File: src/rtl/pc_sequencer.sv
// pc_sequencer: multi-cycle instruction sequencer for the didactic RISC-V core.
//
// Holds the architectural PC. Runs one instruction at a time through
// FETCH -> DISPATCH -> EXEC, then commits the branch unit's next PC.
// A misaligned commit target or a fetch that is never acknowledged raises a
// sticky trap. Only reset leaves the trap state.
//
// Ports:
//   clk, rst_n          clock; synchronous active-low reset
//   en                  run enable, sampled at instruction boundaries
//   imem_req/addr       fetch request (held until ack) and address (= pc)
//   imem_ack/rdata      fetch acknowledge with same-cycle instruction word
//   instr, instr_valid  latched instruction and one-cycle dispatch pulse
//   pc                  current PC, feeds the branch unit
//   exec_done/br_new_pc execute finished; next PC from the branch unit
//   retire, instret     commit pulse and retired-instruction counter
//   halted              high while idle or trapped
//   trap/_cause/_pc     sticky fault flag, cause (01 misaligned, 10 timeout),
//                       and PC of the faulting instruction
module pc_sequencer #(
   parameter logic [31:0] RESET_VECTOR = 32'h0000_0000,
   parameter int unsigned MEM_TIMEOUT  = 16
) (
   input  logic        clk,
   input  logic        rst_n,
   input  logic        en,
   output logic        imem_req,
   output logic [31:0] imem_addr,
   input  logic        imem_ack,
   input  logic [31:0] imem_rdata,
   output logic [31:0] instr,
   output logic        instr_valid,
   output logic [31:0] pc,
   input  logic        exec_done,
   input  logic [31:0] br_new_pc,
   output logic        retire,
   output logic [31:0] instret,
   output logic        halted,
   output logic        trap,
   output logic [1:0]  trap_cause,
   output logic [31:0] trap_pc
);

   typedef enum logic [2:0] {
      StIdle,
      StFetch,
      StDispatch,
      StExec,
      StTrap
   } state_e;

   localparam logic [1:0] CauseNone      = 2'b00;
   localparam logic [1:0] CauseMisalign  = 2'b01;
   localparam logic [1:0] CauseTimeout   = 2'b10;

   state_e      state;
   logic [31:0] tmo_cnt;

   assign imem_addr = pc;

   always_ff @(posedge clk) begin
      if (!rst_n) begin
         state       <= StIdle;
         pc          <= RESET_VECTOR;
         imem_req    <= 1'b0;
         instr       <= 32'h0;
         instr_valid <= 1'b0;
         retire      <= 1'b0;
         instret     <= 32'h0;
         halted      <= 1'b1;
         trap        <= 1'b0;
         trap_cause  <= CauseNone;
         trap_pc     <= 32'h0;
         tmo_cnt     <= 32'h0;
      end else begin
         // Pulses last exactly one cycle unless re-armed below.
         instr_valid <= 1'b0;
         retire      <= 1'b0;

         unique case (state)
            StIdle: begin
               if (en) begin
                  state    <= StFetch;
                  imem_req <= 1'b1;
                  halted   <= 1'b0;
                  tmo_cnt  <= 32'h0;
               end
            end

            StFetch: begin
               if (imem_ack) begin
                  // An ack always wins over a timeout in the same cycle.
                  instr       <= imem_rdata;
                  imem_req    <= 1'b0;
                  instr_valid <= 1'b1;
                  state       <= StDispatch;
               end else begin
                  tmo_cnt <= tmo_cnt + 32'd1;
                  // tmo_cnt counts earlier misses, so this is the N-th miss.
                  if ((MEM_TIMEOUT != 0) && (tmo_cnt == MEM_TIMEOUT - 32'd1)) begin
                     state      <= StTrap;
                     imem_req   <= 1'b0;
                     halted     <= 1'b1;
                     trap       <= 1'b1;
                     trap_cause <= CauseTimeout;
                     trap_pc    <= pc;
                  end
               end
            end

            StDispatch: begin
               state <= StExec;
            end

            StExec: begin
               if (exec_done) begin
                  if (br_new_pc[1:0] != 2'b00) begin
                     state      <= StTrap;
                     halted     <= 1'b1;
                     trap       <= 1'b1;
                     trap_cause <= CauseMisalign;
                     trap_pc    <= pc;
                  end else begin
                     pc      <= br_new_pc;
                     retire  <= 1'b1;
                     instret <= instret + 32'd1;
                     if (en) begin
                        state    <= StFetch;
                        imem_req <= 1'b1;
                        tmo_cnt  <= 32'h0;
                     end else begin
                        state  <= StIdle;
                        halted <= 1'b1;
                     end
                  end
               end
            end

            StTrap: begin
               // Sticky: only reset leaves this state.
            end

            default: begin
               state    <= StIdle;
               imem_req <= 1'b0;
               halted   <= 1'b1;
            end
         endcase
      end
   end

endmodule

File: config.mk
export PLATFORM = sky130hd
export DESIGN_NAME = pc_sequencer
export DESIGN_NICKNAME = d
export VERILOG_FILES = /design/src/rtl/pc_sequencer.sv
export SDC_FILE = /design/constraint.sdc
export NUM_CORES = 1
export LEC_CHECK = 0
export CAP_MARGIN = 30
export CELL_PAD_IN_SITES_DETAIL_PLACEMENT = 1
export CELL_PAD_IN_SITES_GLOBAL_PLACEMENT = 2
export CORE_UTILIZATION = 28
export DETAILED_ROUTE_END_ITERATION = 16
export PLACE_DENSITY_LB_ADDON = 0.1
export SYNTH_ARGS = -nofsm -noshare
export SYNTH_HDL_FRONTEND = slang
export SYNTH_SLANG_ARGS = --single-unit
export TNS_END_PERCENT = 5
File: constraint.sdc
create_clock -name clk -period 3.7 [get_ports clk]
set_clock_uncertainty 0.15 [all_clocks]
set_input_delay 0.74 -clock clk [delete_from_list [all_inputs] [get_ports clk]]
set_output_delay 0.74 -clock clk [all_outputs]
set_load 0.005 [all_outputs]
; ---- Word level (Yosys, flattened, before mapping)
; Cells that the tools add are included.
[word_totals]
register_bits = 170
inputBits = 69
output_inout_bits = 167
[classes]
add_sub_neg = 2
n_eq_ne = 13
muxes = 40
bitwise_logic = 3
reduce_logical = 14
[op_table]
columns = op, n
row1 = $mux W32, 8
row2 = $pmux W32 S3, 1
row3 = $add A32 B1 Y32 const B, 2
row4 = $pmux W32 S2, 1
row5 = $eq A32 B4 Y1 const B, 1
row6 = $mux W1, 16
row7 = $mux W3, 5
row8 = $pmux W3 S5, 1
row9 = $ne A2 B2 Y1 const B, 6
row10 = $reduce_and A4 Y1, 3
row11 = $mux W2, 4
row12 = $pmux W1 S4, 2
row13 = $eq A3 B2 Y1 const B, 2
row14 = $ne A3 B3 Y1 const B, 2
row15 = $reduce_and A3 Y1, 2
row16 = $reduce_and A6 Y1, 1
row17 = $reduce_and A5 Y1, 1
row18 = $pmux W2 S2, 1
row19 = $reduce_and A2 Y1, 2
row20 = $reduce_bool A2 Y1, 2
row21 = $eq A3 B1 Y1 const B, 1
row22 = $eq A3 B3 Y1 const B, 1
row23 = $logic_not A3 Y1, 1
row24 = $not A1 Y1, 3
row25 = 3 further kinds, 3

; ---- Depth between registers and ports, before layout
[logic_depth]
depth_word = 4
ltp_mapped = 8

; ---- Least setup slack after synthesis
; No wires, ideal clock.
[synth_path]
path_type = input to register
start = input br_new_pc[0]
end = register instret[21]
setup_time_ns = 0.070
t_arrival_ns = 2.316
t_required_ns = 3.480
path_slack_ns = 1.163
cell_stages = 6
n_path_buf = 1
cell_sequence = or2_2 > clkbuf_1 > nor3_1 > nand4_1 > or4_1 > a21oi_1
[synth_via]
elab_chain_len = 3
[synth_lines]
columns = element, line
row1 = "start, declared", 35  ; input logic [31:0] br_new_pc,
row2 = $reduce_bool A2 Y1, 117  ; if (br_new_pc[1:0] != 2'b00) begin
row3 = $not A1 Y1 (no source line), --
row4 = $reduce_and A3 Y1 (no source line), --
row5 = "end signal, assigned", 126  ; instret <= instret + 32'd1;
row6 = "end, declared", 37  ; output logic [31:0] instret,
; Every way passes these cells.
; A chain may end at the register's enable or synchronous reset.

; ---- Final worst setup path
[layout_path]
start = input en
end = register tmo_cnt[27]
[layout_via]
elab_chain_len = 4
[layout_lines]
columns = element, line
row1 = "start, declared", 26  ; input logic en,
row2 = $mux W32 *, --
row3 = $mux W32 (2 in a row), --
row4 = $pmux W32 S3 *, --
row5 = "end signal, assigned", 98  ; tmo_cnt <= tmo_cnt + 32'd1;
row6 = "end, declared", 57  ; logic [31:0] tmo_cnt;
; Mark *: on every way between the ends. The rest lies on a longest branch, timed or not. The select of a mux whose other input is x is not followed.

==> flow_summary.yaml <==
synthesis:
  ys_seq_area_share_pct: 47.7
  synth_most_common_cell: "nand2_1"
  yosysTopAreaCell: "dfxtp_1"
  synth.distinct_cells: 50
  synth_warnings: 0
  synth-seq-cells: 170
  syn_area_per_cell_um2: 8.06
  synthArstFlopShare_pct: 0
  synth_edf_count: 0
  syn_nets: 957
  synth_top_cells_by_area: "dfxtp_1, nand2_1, a21oi_1"
  synth_top_area_share_pct: 47.7
  ys.flop_type: "dfxtp_1"
  syn_inst: 886
  mappedNetlistArea_mm2: 0.00714
  synthTopCellsByCount: "nand2_1, dfxtp_1, a21oi_1"
floorplanning:
  fp.dieArea_mm2: 0.0261
  core_area_mm2: 0.0251
  io_pins: 236
  rows: 58
  start_util_pct: 28.4
  die-width_um: 162
  fp.dieH_um: 162
placed_design:
  place.gp.congestion: 0.712
  port_buffers: 235
  hpwlAfterDp_mm: 16.1
  placed_cells: 1382
setup_path:
  crit_arrival_ns: 3.28
  crit_path_start_kind: "input pin"
  critPathMaxFanout: 19
  cp-end-kind: "flip-flop"
  critPathKind: "in -> reg"
  r2r_start: "state[1]$_SDFFE_PN0P_"
  crit_required_ns: 3.91
  worstSetupStartpoint: "en"
clock_network:
  postCtsSetupRepairBufs: 0
  cts_tree: "done"
  cts_made_buffers: 17
  cts_sinks: 170
  clk_path_buf_depth: 2
  clockRootBuffer: "clkbuf_16"
  cts_resized: 0
  htreeDepth: 4
  clk_latency_ns: 0.43
  cts_hold_buf: 0
  cts.clk_slew.worst_paths_ns: 0.07
power:
  p_sw_share_pct: 26.7
  powerDensity_mw_per_mm2: 390
  comb_power_share_pct: 8.2
  leakagePower_nw: 3.34
  power_switching_w: 0.00107
  p_seq_share_pct: 47.1
  intPower_w: 0.00292
  p_total_w: 0.00399
  p_clk_share_pct: 44.7
  irDropWorstVdd_mv: 0.197
sta:
  finalSetupViolations: 0
  period_needed_ns: 3.07
  fmax_mhz: 326
  finalCritPeriodShare_pct: 83.0
  rsz0062_at_grt: "no"
  hold_viol: 0
  tightest_slew_ns: 0.600
  slew_violations: 0
  relSlewSlack_pct: 59.7
  fin_setup_tns_ns: 0
layout:
  fillers: 2983
  diodes: 0
  drive_above_1_share_pct: 5.54
  final_util_pct: 40.7
  final_nets: 1142
  fin_cells: 1414
  area_delta_synth_final_pct: 43.1
grt:
  grt_first_pass_wirelength_mm: 36.5
  grt_max_degree: 69
  first_global_vias: 6692
  antenna_found_initial: 0
  gr-usage-all-layers_pct: 17.8
  grt.overflow.total: 0
worst_hold_path:
  hold_path.class: "reg -> reg"
  hold_start: "trap_pc[1]$_SDFFE_PN0P_"
routing:
  wl_mm: 23.4
  firstDrtPassIters: 4
  drc_errors: 0
  viasPerCell: 4.82
  highest_layer: "met4"
  drt_iter0_drc: 301
  vias: 6818
  routed-wl-met3_mm: 1.00
  wl_per_cell_um: 16.5
  ant_nets: 0
  dr_wl_met2_mm: 11.1
  wl_met1_mm: 10.9
status:
  outcome: "completed"
run:
  maxCapViolCount: 0
==> cell families (layout without fill, tap and decap cells) <==
group / Yosys count / count (layout) / synth area share [%]
buffers and inverters: 100 / 298 / 7.08
muxes: 4 / 4 / 0.561
adders and majority gates: 2 / 2 / 0.350
AOI/OAI and AO/OA: 180 / 180 / 14.0
DFF: 170 / 170 / 47.7
xor gates and xnor gates: 28 / 28 / 3.43
and+or+nand+nor: 402 / 402 / 26.9
==> power groups by stage <==
stage	clock [W]	combinational (W)	sequential, W
4_1_cts	0.00185	0.000331	0.00188
6_report	0.00178	0.000325	0.00188
2_1_floorplan	0	0.000142	0.00191
3_3_place_gp	0	0.000328	0.00192
3_5_place_dp	0	0.000329	0.00192
5_1_grt	0.00192	0.000358	0.00188
==> worst paths after layout <==
check / endpoint / slack (ns) / cells after the start
worst max register to register: tmo_cnt[27]$_SDFFE_PN0P_ / 0.97 / 7
worst min-delay path: trap_pc[1]$_SDFFE_PN0P_ / 0.31 / 2
worst max-delay path: tmo_cnt[27]$_SDFFE_PN0P_ / 0.63 / 7
worst min register to register: trap_pc[1]$_SDFFE_PN0P_ / 0.31 / 2
==> final cells by class <==
| class | count | area, um2 | share of cell area [%] |
|---|---|---|---|
| Clock buffer | 18 | 429 | 4.20 |
| Timing Repair Buffer | 254 | 2520 | 24.6 |
| Clock inverter | 14 | 149 | 1.46 |
| Tap cell | 330 | 413 | 4.04 |
| Sequential cell | 170 | 3400 | 33.3 |
| Inverter | 12 | 46.3 | 0.453 |
| Multi-Input combinational cell | 616 | 3260 | 31.9 |
==> flip-flops by register name, summed over array words and instances, names as in the netlist <==
name         flops
instr           32
trap_cause       2
trap             1
state            3
imem_addr       32
imem_req         1
halted           1
tmo_cnt         32
retire           1
trap_pc         32
instr_valid      1
instret         32
==> metrics by stage <==
step	instance area (um2)	setup slack [ns]	hold WS, ns
floorplan	7140	1.16	0.302
global placement	9640	0.235	0.292
detailed placement	9640	0.186	0.300
CTS	10200	0.632	0.311
global route	10200	0.459	0.331
finish	10200	0.629	0.308
==> cell usage in the layout, fill, tap and decap left out, drive strengths merged, types with 10 or more instances in the layout <==
cell type        n
o21ai           53
inv             19
nand3           56
nand4           20
dfxtp          170
clkbuf          18
clkdlybuf4s50  234
or4             13
xor2            10
nor2            42
xnor2           18
a21oi           93
nand2          189
nor4            17
o31ai           15
nand2b          11
buf             20
or3             15
==> routing by layer <==
metal | up-vias | global-route usage, %
met5 | - | 0
li1 | 3398 | -
met3 | 27 | 3.75
met4 | 0 | 6.26
met2 | 144 | 29.9
met1 | 3249 | 22.5
==> worst max-delay path: stages <==
cell,delay [ns]
clkdlybuf4s50_1,0.56
inv_1,0.10
a2bb2oi_1,0.18
buf_4,0.22
or4_1,0.81
or4_1,0.51
a21oi_1,0.15
No activity file was read; power rests on OpenSTA's default activity.
